## src/rtl/sha256_pkg.sv

```systemverilog
// Shared SHA-256 definitions: controller state encoding, sizing constants, initial hash values.
package sha256_pkg;

  localparam int SHA_ROUNDS    = 64;
  localparam int SHA_MSG_WORDS = 16;
  localparam int SHA_IDX_W     = 6;

  typedef enum logic [2:0] {
    S_IDLE  = 3'd0,
    S_RUN   = 3'd1,
    S_FLUSH = 3'd2,
    S_ADD   = 3'd3,
    S_OUT   = 3'd4
  } sha_state_e;

  localparam logic [31:0] SHA_H0 = 32'h6a09e667;
  localparam logic [31:0] SHA_H1 = 32'hbb67ae85;
  localparam logic [31:0] SHA_H2 = 32'h3c6ef372;
  localparam logic [31:0] SHA_H3 = 32'ha54ff53a;
  localparam logic [31:0] SHA_H4 = 32'h510e527f;
  localparam logic [31:0] SHA_H5 = 32'h9b05688c;
  localparam logic [31:0] SHA_H6 = 32'h1f83d9ab;
  localparam logic [31:0] SHA_H7 = 32'h5be0cd19;

  // Initial value H[idx] for the round engine's working-register load.
  function automatic logic [31:0] sha_h_init(input logic [2:0] idx);
    case (idx)
      3'd0:    return SHA_H0;
      3'd1:    return SHA_H1;
      3'd2:    return SHA_H2;
      3'd3:    return SHA_H3;
      3'd4:    return SHA_H4;
      3'd5:    return SHA_H5;
      3'd6:    return SHA_H6;
      default: return SHA_H7;
    endcase
  endfunction

endpackage

```

## src/rtl/sha256_idx_counter.sv

```systemverilog
// Loadable up-counter with clear and enable; holds at MAX and flags it with tc.
module sha256_idx_counter
  import sha256_pkg::*;
#(
  parameter int W   = SHA_IDX_W,
  parameter int MAX = SHA_ROUNDS - 1
) (
  input  logic         clock,
  input  logic         reset,
  input  logic         clear,
  input  logic         load,
  input  logic [W-1:0] load_val,
  input  logic         enable,
  output logic [W-1:0] count,
  output logic         tc
);

  assign tc = (count == W'(MAX));

  // Saturating at MAX keeps the index from wrapping while the FSM leaves RUN.
  always_ff @(posedge clock) begin
    if (reset)                count <= '0;
    else if (clear)           count <= '0;
    else if (load)            count <= load_val;
    else if (enable && !tc)   count <= count + 1'b1;
  end

endmodule

```

## src/rtl/sha256_sched_ctrl.sv

```systemverilog
// SHA-256 per-block sequencer: block intake, schedule/round drive, digest handoff.
// Optional SHA256_CTRL_PERF_EN adds saturating busy-cycle and accepted-block counters.
module sha256_sched_ctrl
  import sha256_pkg::*;
#(
  parameter int ROUNDS = SHA_ROUNDS,
  parameter int IDX_W  = $clog2(ROUNDS)
) (
  input  logic             clock,
  input  logic             reset,
  input  logic             block_valid,
  input  logic             block_last,
  output logic             block_ready,
  output logic             sched_enable,
  output logic [IDX_W-1:0] sched_index,
  output logic             sched_index_complete,
  output logic             round_en,
  output logic [IDX_W-1:0] round_idx,
  output logic             hash_init,
  output logic             digest_add,
  output logic             digest_valid,
  input  logic             digest_ready
`ifdef SHA256_CTRL_PERF_EN
  ,
  output logic [31:0]      perf_cycles,
  output logic [31:0]      perf_blocks
`endif
);

  sha_state_e state;
  logic       first_q;
  logic       last_q;
  logic       accept;
  logic       idx_tc;

  assign accept               = (state == S_IDLE) && block_valid;
  assign hash_init            = accept && first_q;
  assign sched_index_complete = sched_enable && idx_tc;

  sha256_idx_counter #(
    .W   (IDX_W),
    .MAX (ROUNDS - 1)
  ) u_idx (
    .clock    (clock),
    .reset    (reset),
    .clear    (accept),
    .load     (1'b0),
    .load_val ('0),
    .enable   (state == S_RUN),
    .count    (sched_index),
    .tc       (idx_tc)
  );

  always_ff @(posedge clock) begin
    if (reset) begin
      state        <= S_IDLE;
      first_q      <= 1'b1;
      last_q       <= 1'b0;
      block_ready  <= 1'b1;
      sched_enable <= 1'b0;
      digest_add   <= 1'b0;
      digest_valid <= 1'b0;
      round_en     <= 1'b0;
      round_idx    <= '0;
    end else begin
      // Round strobe trails the schedule request by the schedule unit's cur_w register.
      round_en   <= sched_enable;
      round_idx  <= sched_index;
      digest_add <= 1'b0;
      case (state)
        S_IDLE: if (block_valid) begin
          state        <= S_RUN;
          last_q       <= block_last;
          first_q      <= 1'b0;
          block_ready  <= 1'b0;
          sched_enable <= 1'b1;
        end
        S_RUN: if (idx_tc) begin
          state        <= S_FLUSH;
          sched_enable <= 1'b0;
        end
        S_FLUSH: begin
          state      <= S_ADD;
          digest_add <= 1'b1;
        end
        S_ADD: begin
          if (last_q) begin
            state        <= S_OUT;
            first_q      <= 1'b1;
            digest_valid <= 1'b1;
          end else begin
            state       <= S_IDLE;
            block_ready <= 1'b1;
          end
        end
        S_OUT: if (digest_ready) begin
          state        <= S_IDLE;
          digest_valid <= 1'b0;
          block_ready  <= 1'b1;
        end
        default: begin
          state        <= S_IDLE;
          block_ready  <= 1'b1;
          sched_enable <= 1'b0;
          digest_valid <= 1'b0;
        end
      endcase
    end
  end

`ifdef SHA256_CTRL_PERF_EN
  always_ff @(posedge clock) begin
    if (reset) begin
      perf_cycles <= '0;
      perf_blocks <= '0;
    end else begin
      if (state != S_IDLE && perf_cycles != '1) perf_cycles <= perf_cycles + 32'd1;
      if (accept && perf_blocks != '1)          perf_blocks <= perf_blocks + 32'd1;
    end
  end
`endif

endmodule

```

## config.mk

```make
export PLATFORM = sky130hd
export DESIGN_NAME = sha256_sched_ctrl
export DESIGN_NICKNAME = d
export VERILOG_FILES = /design/src/rtl/sha256_pkg.sv /design/src/rtl/sha256_idx_counter.sv /design/src/rtl/sha256_sched_ctrl.sv
export SDC_FILE = /design/constraint.sdc
export NUM_CORES = 1
export LEC_CHECK = 0
export ABC_AREA = 0
export CAP_MARGIN = 20
export CORE_UTILIZATION = 51
export DETAILED_ROUTE_END_ITERATION = 7
export GPL_TIMING_DRIVEN = 0
export PLACE_DENSITY = 0.82
export SLEW_MARGIN = 10
export SYNTH_ARGS = -nofsm -noshare
export SYNTH_HDL_FRONTEND = slang
export SYNTH_SLANG_ARGS = --single-unit
```

## constraint.sdc

```tcl
create_clock -name clock -period 2.15 [get_ports clock]
set_input_delay 0.215 -clock clock [delete_from_list [all_inputs] [get_ports clock]]
set_output_delay 0.215 -clock clock [all_outputs]
set_load 0.05 [all_outputs]
```

# Word level (Yosys, flattened, before mapping)
# Cells that the tools add are included.
# op_classes
n_mux,17
n_eq_ne,10
bitwise,3
add_sub_neg,1
reduce_logical,17
# op_table
cell,n
$pmux W3 S5,1
$mux W3,4
$reduce_and A3 Y1,4
$ne A2 B2 Y1 const B,5
$mux W1,8
$add A6 B1 Y6 const B,1
$eq A3 B2 Y1 const B,2
$eq A6 B6 Y1 const B,1
$pmux W1 S3,2
$reduce_or A3 Y1,2
$logic_and A1 B1 Y1,4
$pmux W1 S4,1
$reduce_and A4 Y1,1
$reduce_or A2 Y1,2
$eq A3 B1 Y1 const B,1
$eq A3 B3 Y1 const B,1
$logic_not A3 Y1,1
$not A1 Y1,3
$pmux W1 S2,1
$reduce_and A2 Y1,1
$reduce_bool A2 Y1,1
$logic_not A1 Y1,1
# totals
elab_cells,58
reg_bits,22
output_inout_bits,19
in_bits,5

# Longest topological paths before layout
# Gate-level depths: netlist (run 1).
# logic_depth
ltp_word,4
mapped_depth,5
ltp_nobuf,4

# Hierarchy
# Synthesis (run 1) repeated with hierarchy kept, for this count alone.
# hier_totals
cells_unflattened,116
hier_area_um2,1053.5
# modules_own_cells
module,n_inst,seq_area_each_um2,cells_each,area_each_um2
sha256_sched_ctrl,1,320.3,61,614.3
sha256_idx_counter,1,120.1,55,439.2

# Worst setup path after synthesis (run 1)
# No wires, ideal clock.
# synth_timing
path_type,register to output
from,register u_idx.count[0]
to,output port sched_index_complete
path_slack_ns,0.071
stages_incl_launch_ff,6
required_time_ns,1.935
path_buffers,1
t_arrival_ns,1.864
path_cell_list,dfxtp_1 > ha_1 > clkbuf_1 > nand2_1 > nor2_1 > and2_1
# synth_between
elab_chain_cells,2
# synth_rtl
item,line,source
start: declaration,sha256_idx_counter.sv:14,"output logic [W-1:0] count,"
start signal: assignment,sha256_idx_counter.sv:24,else if (load) count <= load_val;
start signal: assignment,sha256_idx_counter.sv:25,else if (enable && !tc) count <= count + 1'b1;
$eq A6 B6 Y1,sha256_idx_counter.sv:18,assign tc = (count == W'(MAX));
$logic_and A1 B1 Y1,sha256_sched_ctrl.sv:38,assign sched_index_complete = sched_enable && idx_tc;
end: declaration,sha256_sched_ctrl.sv:16,"output logic sched_index_complete,"
# Every way passes these cells.

# Worst setup path in the final report (run 1)
# layout_timing
from,register state[2]
to,output port hash_init
# layout_between
elab_chain_cells,3
# layout_rtl
item,line,source
start: declaration,sha256_sched_ctrl.sv:30,sha_state_e state;
start signal: assignment,sha256_sched_ctrl.sv:56,state <= S_IDLE;
start signal: assignment,sha256_sched_ctrl.sv:72,state <= S_RUN;
start signal: assignment,sha256_sched_ctrl.sv:79,state <= S_FLUSH;
$logic_not A3 Y1,sha256_sched_ctrl.sv:36,assign accept = (state == S_IDLE) && block_valid;
$logic_and A1 B1 Y1,sha256_sched_ctrl.sv:36,
$logic_and A1 B1 Y1,sha256_sched_ctrl.sv:37,assign hash_init = accept && first_q;
end: declaration,sha256_sched_ctrl.sv:19,"output logic hash_init,"
# Every way passes these cells.

==> results of run 1 <==
==> final timing paths <==
check | cells after the start | start | endpoint
worst min-delay path | 2 | first_q$_SDFFE_PP1P_ | first_q$_SDFFE_PP1P_
worst max register to register | 4 | state[2]$_SDFFE_PP0P_ | u_idx.count[5]$_SDFFE_PP0P_
worst max-delay path | 4 | state[2]$_SDFFE_PP0P_ | hash_init
worst min register to register | 2 | first_q$_SDFFE_PP1P_ | first_q$_SDFFE_PP1P_
==> power groups by stage <==
stage	logic (mW)	clock network (mW)	registers, mW
after floorplan	0.0585	0	0.464
after global placement	0.120	0	0.438
after detailed placement	0.123	0	0.439
after CTS	0.123	0.184	0.429
after global routing	0.133	0.211	0.433
final	0.124	0.185	0.430
==> routing by layer <==
metal / wire length, µm / up-vias / track usage, %
met5: 0 / - / 0
met4: 36 / 0 / 12.9
met3: 92 / 4 / 3.57
met2: 1050 / 27 / 34.3
met1: 833 / 401 / 25.4
li1: - / 414 / -
==> cell usage after synthesis (all sizes together) (3+ instances only) <==
cell / number / area, µm²
dfxtp: 22 / 440
nor2b: 9 / 56.3
nor2: 5 / 18.8
or3b: 3 / 26.3
nand3b: 5 / 37.5
nand2: 6 / 22.5
o21ai: 3 / 15.0
a211oi: 3 / 22.5
clkbuf: 5 / 18.8
nor3: 3 / 15.0
mux2i: 4 / 40.0
==> cell usage in the layout (no fill, tap or decap), drive strengths merged <==
cell            n
nand3b          5
clkdlybuf4s15   2
mux2i           4
a31oi           2
a2bb2oi         1
o21bai          2
clkbuf          7
clkdlybuf4s50  21
or4b            1
o21ai           3
nor3            3
nand4b          2
and4b           1
inv             1
a211oi          3
nand4           1
or3b            3
nand3           2
and3            2
nand2b          2
buf             2
nor2b           9
nor2            5
a311oi          2
nor3b           2
dfxtp          22
nor4            1
and2            1
mux2            1
a221oi          1
a41oi           2
a21oi           2
nand2           6
ha              1
==> sequential cells by signal (all words and copies together), names as in the netlist <==
register and cells:
block_ready 1, digest_add 1, digest_valid 1, first_q 1
last_q 1, round_en 1, round_idx 6, sched_enable 1
state 3, u_idx.count 6
==> cell type report <==
class	count	share of cell area [%]
multi-input combinational	70	40.0
sequential	22	34.7
timing repair buffer	23	18.3
buffer	6	2.46
tap	25	2.46
clock buffer	3	1.77
inverter	1	0.296
==> critical path, cell delays in order, from the launching register on <==
cell	delay, ps
dfxtp_1	350
or4b_4	550
buf_6	160
nor2_1	110
clkdlybuf4s15_2	390
==> kinds of logic (layout without fill, tap and decap cells) <==
family / count (synthesis) / in the layout / synth area share [%]
AO/OA/AOI/OAI: 18 / 18 / 14.4
adder cells (fa/ha/maj): 1 / 1 / 1.28
buffers and inverters: 8 / 33 / 3.98
flip-flops: 22 / 22 / 45.2
multiplexers: 5 / 5 / 5.26
AND/OR/NAND/NOR: 46 / 46 / 29.9
==> through the flow <==
| stage | utilization [%] | area [µm²] |
|---|---|---|
| after floorplan | - | 975 |
| after global placement | 70.1 | 1240 |
| after detailed placement | 70.1 | 1240 |
| after CTS | 71.3 | 1260 |
| after global routing | 72.0 | 1270 |
| final | 72.0 | 1270 |
==> results.md, run 1 <==
- Required time of the critical path: 1930 ps
- Post-CTS Repair Setup Buffers: 0
- Area grow syn2layout: 30.3%
- Core area: 0.00176 mm²
- Avg Vias per Cell: 5.64
- Fraction of synthesis flops using an asynchronous set or reset pin: 0%
- Hold slack final: roughly 480 ps
- Unrepaired setup endpoints after global routing: false
- Net switching power: 203 µW
- Wire per inst: 13.4 µm
- Wire length of the first global-routing pass: a little over 3000 µm
- Switching portion of total power: around 27%
- Clock buffer count from CTS: 3
- Final Hold Vio Count: 0
- Residual DRC: 0
- DPL Wire Length: 1440 µm
- Row Count: 15
- Full die area: 0.00209 mm²
- Critical Path Sink Type: output port
- Number of routed nets with antenna violations: 0
- Vias post-DR: between 800 and 900
- Pre-CTS WS: -331 ps
- Fmax achieved: 483 MHz
- Actual slew at the worst max-slew pin: 494 ps
- Reg power frac: 58.2%
- Input/output buffers: 23
- Max-slew violation count: 0
- TritonCTS clock tree: built
- Share of total power in the clock network: 25.0%
- Post-synth EDFFs: 0
- Accumulated negative setup slack: 0 ps
- Overall power consumption: 740 µW
- Internal power contribution: 537 µW
- Flip-flop and latch count after synthesis: 22
- Setup ws final: 79.4 ps
- Starting density of the core: 55.2%
- PD cells: 582 mW/mm²
- Skew-Pair Late Insertion Delay: 300 ps
- Maximum number of pins on one net before global-route repair: 12
- Die boundary height: 45.7 µm
- Status: completed
- Drt total wl: about 2000 µm
- Share of the cycle needed by the critical path after routing: 96.3%
- Number of violations of the max-capacitance limit: 0
- Layout Skew: between 2 and 3 ps
- Maximum net fanout on the critical path: 10
- Arrival time worst endpoint: 1860 ps
- Worst VDD drop: 0.371 mV
- Initial antenna violation count: 0
- Final weighted congestion of routability-driven global placement: 0.788
- Gate Count Post-Synth: 100
- Clock Pin Slew Worst Setup and Hold Paths: 120 ps
- CTS-repair resized insts: 6
- Worst slew margin relative to its limit: 67.0%
- Final critical path time including I/O delays and setup: between 2000 and 2500 ps
- Final #Nets: 133
- Overflow after GRT: 0
- Total leakage power: 0.454 nW
- Number of global-route vias before repair: 708
- Number of H-tree levels: 1
- Synth cell types: 36
- Count of filler cells inserted in the layout: between 100 and 150
- Cell area after synthesis: 975 µm²
- Number of ports placed on the die boundary: 24
- Total track usage: 21.0%
- Sequential fraction of the synthesis area: 45.2%
- Post-Syn Nets: approximately 110
- Fraction of layout cells with a size suffix above 1: roughly a tenth
- Count of final setup violators: 0
- Clk sink count: 22
- Maximum clock path buffer count: 2
- Clk Tree Root Cell: clkbuf_4
- Iteration-0 DRC count of the detailed router: 43
- Area used by multi-input combinational logic: 508 µm²
- Warning count from the yosys run: 0
- Antenna diode count: 0
- Hold crit path type: reg2reg
- Worst reg-to-reg setup slack: 740 ps
- Combinational Power Share: 16.8%
- Worst Setup Path Type: reg2out
- CP Launch Type: flop
- Synthesized area per cell: 9.75 µm²
- Placed cell count: 148
- Number of iterations in the first detailed-routing pass: 4
- Area occupied by registers: 440 µm²
- Top_reg_cell synth: dfxtp_1
- Number of buffers inserted for hold repair after clock tree synthesis: 0
- Die Wd: ~46 µm
- Post-layout instance count excluding filler cells: 150
Note: power is estimated with default switching activity, not from simulation.
==> run 2: changes to the inputs <==
CORE_UTILIZATION = 35   (was 51)
PLACE_DENSITY = unset   (was 0.82)
==> run 2 against run 1 <==
Compared with the run above: non-clock buffer count stayed put; utilization is 21 points lower; sequential cell count stayed put; register-to-register slack better by 20 ps; first-iteration DRC count is 63% lower; total power is 5.9% higher; largest power group unchanged; highest routed layer unchanged.
==> results.md, run 2 (same netlist as run 1, synthesis figures left out) <==
- Input/output buffers: 23 (unchanged)
- Total leakage power: 0.462 nW (was 0.454 nW)
- Worst reg-to-reg setup slack: 760 ps (was 740 ps)
- Residual DRC: 0 (unchanged)
- Antenna diode count: 0 (unchanged)
- Die boundary height: 54.8 µm (was 45.7 µm)
- Maximum net fanout on the critical path: 10 (unchanged)
- Number of global-route vias before repair: 703 (was 708)
- Final Hold Vio Count: 0 (unchanged)
- Die Wd: 54.8 µm (was 45.7 µm)
- Largest registers ranked by flip-flop count: round_idx: 6 flops, u_idx.count: 6 flops, state: 3 flops (unchanged)
- Final #Nets: 133 (unchanged)
- Core area: 0.00254 mm² (was 0.00176 mm²)
- DPL Wire Length: 1420 µm (was 1440 µm)
- Number of violations of the max-capacitance limit: 0 (unchanged)
- Final weighted congestion of routability-driven global placement: 0.778 (was 0.788)
- Worst Hold Endpoint: first_q$_SDFFE_PP1P_ (unchanged)
- Max-slew violation count: 0 (unchanged)
- Status: completed (unchanged)
- Launch point of the worst hold path: first_q$_SDFFE_PP1P_ (unchanged)
- Arrival time worst endpoint: 1830 ps (was 1860 ps)
- PD cells: 607 mW/mm² (was 582 mW/mm²)
- Skew-Pair Late Insertion Delay: 310 ps (was 300 ps)
- Maximum clock path buffer count: 2 (unchanged)
- Maximum number of pins on one net before global-route repair: 13 (was 12)
- Number of ports placed on the die boundary: 24 (unchanged)
- Count of final setup violators: 0 (unchanged)
- Clk sink count: 22 (unchanged)
- Placed cell count: 153 (was 148)
- Post-route met1 wirelength: 944 µm (was 833 µm)
- Fmax achieved: 490 MHz (was 483 MHz)
- Avg Vias per Cell: 5.38 (was 5.64)
- Unrepaired setup endpoints after global routing: false (unchanged)
- Required time of the critical path: 1930 ps (about the same)
- Capturing point of the worst reg2reg path: u_idx.count[5]$_SDFFE_PP0P_ (unchanged)
- Number of routed nets with antenna violations: 0 (unchanged)
- Share of the cycle needed by the critical path after routing: 94.9% (was 96.3%)
- Total track usage: 16.1% (was 21.0%)
- Initial antenna violation count: 0 (unchanged)
- Placed inst area: 0.00124 mm² (about the same)
- Fraction of layout cells with a size suffix above 1: 11.9% (was 10.4%)
- CP Launch Type: flop (unchanged)
- Overflow after GRT: 0 (unchanged)
- Area grow syn2layout: 32.3% (was 30.3%)
- Post-CTS Repair Setup Buffers: 0 (unchanged)
- Accumulated negative setup slack: 0 ps (unchanged)
- Worst slew margin relative to its limit: 66.9% (was 67.0%)
- Overall power consumption: 783 µW (was 740 µW)
- Post-layout instance count excluding filler cells: 156 (was 150)
- R2r worst-path depth: 4 (unchanged)
- Number of iterations in the first detailed-routing pass: 4 (unchanged)
- Starting density of the core: 38.3% (was 55.2%)
- Met2 WL: 945 µm (was 1050 µm)
- Number of buffers inserted for hold repair after clock tree synthesis: 0 (unchanged)
- Launching point of the worst reg2reg path: state[2]$_SDFFE_PP0P_ (unchanged)
- Uppermost routed layer: met4 (unchanged)
- Clock Pin Slew Worst Setup and Hold Paths: 120 ps (about the same)
- Actual slew at the worst max-slew pin: 495 ps (was 494 ps)
- Clock buffer count from CTS: 3 (unchanged)
- CTS-repair resized insts: 7 (was 6)
- Vias post-DR: 839 (was 846)
- Worst Setup Path Type: reg2out (unchanged)
- Hold crit path type: reg2reg (unchanged)
- Wire per inst: 12.8 µm (was 13.4 µm)
- Number of H-tree levels: 1 (unchanged)
- TritonCTS clock tree: built (unchanged)
- Post-layout util: 50.7% (was 72.0%)
- Iteration-0 DRC count of the detailed router: 16 (was 43)
- Row Count: 18 (was 15)
- Hold slack final: 479 ps (about the same)
- Metal3 WL: 100 µm (was 92 µm)
- Setup ws final: 109 ps (was 79.4 ps)
- Clk Tree Root Cell: clkbuf_4 (unchanged)
- Final critical path time including I/O delays and setup: 2040 ps (was 2070 ps)
- Finished Cell Area: 0.00129 mm² (was 0.00127 mm²)
- Pre-CTS WS: -309 ps (was -331 ps)
- Critical Path Sink Type: output port (unchanged)
- Layout Skew: 2.11 ps (was 2.88 ps)
- Hold Path Stages: 2 (unchanged)
- Full die area: 0.00300 mm² (was 0.00209 mm²)
- Wire length of the first global-routing pass: 3340 µm (was 3100 µm)
- Worst VDD drop: 0.372 mV (was 0.371 mV)
- Drt total wl: 2000 µm (was 2010 µm)
- Commonest cells after routing, fill and taps aside: 21 x dfxtp_1, 21 x clkdlybuf4s50_1, 9 x nor2b_1 (was 22 x dfxtp_1, 21 x clkdlybuf4s50_1, 9 x nor2b_1)
run 2: cell types whose count changed in the layout (fill, tap and decap cells not counted):
cell             change
clkbuf_8             +1
clkdlybuf4s15_2      -1
clkdlybuf4s18_2      +1
dfxtp_1              -1
dfxtp_2              +1
run 2: area by class of cell:
cell class	count	area [µm²]
Clock buffer	4	36.3
Tap cell	30	37.5
Fill cell	244	1250
Buffer	6	31.3
Timing Repair Buffer	23	231
Sequential cell	22	442
Inverter	1	3.75
Multi-Input combinational cell	70	508
run 2: report_power, final:
| group | internal [mW] | switching (mW) |
|---|---|---|
| clock network | 0.103 | 0.126 |
| logic | 0.0514 | 0.0718 |
| registers | 0.420 | 0.0106 |
run 2: layer usage:
metal,track usage (%),vias to the layer above
met5,0,-
met4,5.13,0
met3,6.11,2
met2,24.5,26
met1,20.7,395
li1,-,416
run 2: worst max-delay path by stage:
stage | from | end | slack (ps) | cells after the start
after detailed placement | block_valid | hash_init | -310 | 5
after CTS | u_idx.count[0]$_SDFFE_PP0P_ | sched_index_complete | 30 | 5
after global placement | block_valid | hash_init | -300 | 5
final | state[2]$_SDFFE_PP0P_ | hash_init | 110 | 4
after global routing | u_idx.count[1]$_SDFFE_PP0P_ | sched_index_complete | 8 | 5
after floorplan | u_idx.count[0]$_SDFFE_PP0P_ | sched_index_complete | 70 | 5
run 2: critical path, stage by stage, from the launching register on:
cell and delay [ps]:
dfxtp_1 360, or4b_4 550, buf_6 160, nor2_1 80, clkdlybuf4s18_2 360
==> run 3: changes to the inputs <==
PLACE_DENSITY = 0.67   (was unset)
==> run 3 against run 2 <==
Compared with the run above: utilization is 0.69 points higher; clock-buffer cell count is 1 lower; sequential cell count stayed put; cell count stayed put; largest power group unchanged; highest routed layer unchanged.
==> results.md, run 3 (same netlist as run 1, synthesis figures left out) <==
- Number of violations of the max-capacitance limit: 0 (unchanged)
- Buffers and inverters on the worst path: 2 (unchanged)
- Maximum net fanout on the critical path: 10 (unchanged)
- Pre-CTS WS: -311 ps (was -309 ps)
- Final weighted congestion of routability-driven global placement: 0.790 (was 0.778)
- R2r worst-path depth: 4 (unchanged)
- Iteration-0 DRC count of the detailed router: 7 (was 16)
- Count of filler cells inserted in the layout: 259 (was 244)
- Clock buffer count from CTS: 3 (unchanged)
- Commonest cells after routing, fill and taps aside: 21 x dfxtp_1, 21 x clkdlybuf4s50_1, 9 x nor2b_1 (unchanged)
- Avg Vias per Cell: 5.29 (was 5.38)
- Cell class contributing the biggest share of worst-path delay: simple AND/OR/NAND/NOR gates (unchanged)
- Hold Path Stages: 2 (unchanged)
- PD cells: 670 mW/mm² (was 607 mW/mm²)
- Input/output buffers: 23 (unchanged)
- Worst Setup Path Type: reg2out (unchanged)
- Worst reg-to-reg setup slack: 770 ps (was 760 ps)
- Cell breakdown of the critical path: or4b_4, buf_6, nor2_1, clkdlybuf4s15_2 (was or4b_4, buf_6, nor2_1, clkdlybuf4s18_2)
- Required time of the critical path: 1930 ps (about the same)
- Worst slew margin relative to its limit: 66.8% (was 66.9%)
- Number of iterations in the first detailed-routing pass: 4 (unchanged)
- Clk sink count: 22 (unchanged)
- Largest registers ranked by flip-flop count: round_idx: 6 flops, u_idx.count: 6 flops, state: 3 flops (unchanged)
- Launching point of the worst reg2reg path: state[2]$_SDFFE_PP0P_ (unchanged)
- Layout Skew: 9.93 ps (was 2.11 ps)
- Row Count: 18 (unchanged)
- Starting density of the core: 38.3% (unchanged)
- Residual DRC: 0 (unchanged)
- Fmax achieved: 491 MHz (was 490 MHz)
- TritonCTS clock tree: built (unchanged)
- Final Hold Vio Count: 0 (unchanged)
- Core area: 0.00254 mm² (unchanged)
- Number of global-route vias before repair: 712 (was 703)
- Overflow after GRT: 0 (unchanged)
- Critical-path top delay cell: or4b_4 (unchanged)
- Crit-path max cell delay: 550 ps (about the same)
- Post-CTS Repair Setup Buffers: 0 (unchanged)
- Worst VDD drop: 0.554 mV (was 0.372 mV)
- Area occupied by registers: 442 µm² (unchanged)
- Wire per inst: 12.9 µm (was 12.8 µm)
- Number of H-tree levels: 1 (unchanged)
- Arrival time worst endpoint: 1820 ps (was 1830 ps)
- Max-slew violation count: 0 (unchanged)
- Status: completed (unchanged)
- Clock Pin Slew Worst Setup and Hold Paths: 120 ps (about the same)
- DPL Wire Length: 1390 µm (was 1420 µm)
- Clk Tree Root Cell: clkbuf_4 (unchanged)
- Area grow syn2layout: 34.1% (was 32.3%)
- Count of final setup violators: 0 (unchanged)
- Initial antenna violation count: 0 (unchanged)
- Fraction of layout cells with a size suffix above 1: 11.9% (unchanged)
- CP Launch Type: flop (unchanged)
- Hold slack final: 482 ps (was 479 ps)
- Vias post-DR: 826 (was 839)
- Capturing point of the worst reg2reg path: u_idx.count[2]$_SDFFE_PP0P_ (was u_idx.count[5]$_SDFFE_PP0P_)
- Skew-Pair Late Insertion Delay: 320 ps (was 310 ps)
- Die Wd: 54.8 µm (unchanged)
- Number of ports placed on the die boundary: 24 (unchanged)
- Total track usage: 15.0% (was 16.1%)
- Area used by multi-input combinational logic: 508 µm² (unchanged)
- Wire length of the first global-routing pass: 3170 µm (was 3340 µm)
- Post-layout util: 51.4% (was 50.7%)
- Critical Path Sink Type: output port (unchanged)
- Maximum number of pins on one net before global-route repair: 14 (was 13)
- Die boundary height: 54.8 µm (unchanged)
- Antenna diode count: 0 (unchanged)
- Number of routed nets with antenna violations: 0 (unchanged)
- Actual slew at the worst max-slew pin: 497 ps (was 495 ps)
- Worst Hold Endpoint: first_q$_SDFFE_PP1P_ (unchanged)
- Drt total wl: 2010 µm (was 2000 µm)
- Maximum clock path buffer count: 2 (unchanged)
- Final critical path time including I/O delays and setup: 2040 ps (about the same)
- Total leakage power: 0.469 nW (was 0.462 nW)
- Setup ws final: 113 ps (was 109 ps)
- Final #Nets: 133 (unchanged)
- Launch point of the worst hold path: first_q$_SDFFE_PP1P_ (unchanged)
- Hold crit path type: reg2reg (unchanged)
- Share of the cycle needed by the critical path after routing: 94.8% (was 94.9%)
- Full die area: 0.00300 mm² (unchanged)
==> run 3: area by class of cell <==
| class | count | share of cell area [%] |
|---|---|---|
| repair buffers | 23 | 17.8 |
| multi-input cells | 70 | 38.9 |
| clock buffers | 3 | 1.72 |
| clock inverters | 1 | 2.30 |
| inverters | 1 | 0.287 |
| plain buffers | 6 | 2.39 |
| flip-flops and latches | 22 | 33.8 |
| well taps | 30 | 2.87 |
==> run 3: per-layer routing <==
metal	global-route usage [%]	share of wire [%]	vias up
li1	-	-	421
met1	18.0	46	375
met2	25.1	47	28
met3	6.39	6.3	2
met4	1.71	0.50	0
met5	0	0	-
==> run 3: worst max path at each step <==
stage                                     start                    to  cells past startpoint
floorplan           u_idx.count[0]$_SDFFE_PP0P_  sched_index_complete                      5
global placement                    block_valid             hash_init                      5
detailed placement                  block_valid             hash_init                      5
CTS                 u_idx.count[0]$_SDFFE_PP0P_  sched_index_complete                      5
global route        u_idx.count[1]$_SDFFE_PP0P_  sched_index_complete                      5
finish                    state[2]$_SDFFE_PP0P_             hash_init                      4
==> run 3: timing repair <==
action / in CTS / in global routing
gates cloned: 0 / 0
pin swaps: 0 / 0
gates resized for setup: 7 / 2
hold buffers: 0 / 0
endpoints found under the setup margin: 2 / 1
==> run 3: worst min-delay path: cells and delay by family, from the launching register on <==
family,cells,cell delay (ps)
simple gates,2,110
flops,1,330
==> run 3: per-stage QoR <==
| step | total power [mW] | TNS [ps] | cells | area [µm²] |
|---|---|---|---|---|
| finish | 0.875 | 0 | 156 | 1310 |
| global route | 0.909 | -1.08 | 156 | 1310 |
| CTS | 0.876 | 0 | 156 | 1300 |
| detailed placement | 0.561 | -505 | 153 | 1240 |
| global placement | 0.559 | -494 | 153 | 1240 |
| floorplan | 0.522 | 0 | 100 | 975 |
==> run 3: power by group <==
part | switching (mW) | internal, mW | total (mW)
combinational | 0.0710 | 0.0514 | 0.122
sequential | 0.0112 | 0.420 | 0.431
clock | 0.133 | 0.189 | 0.321
total | 0.215 | 0.660 | 0.875
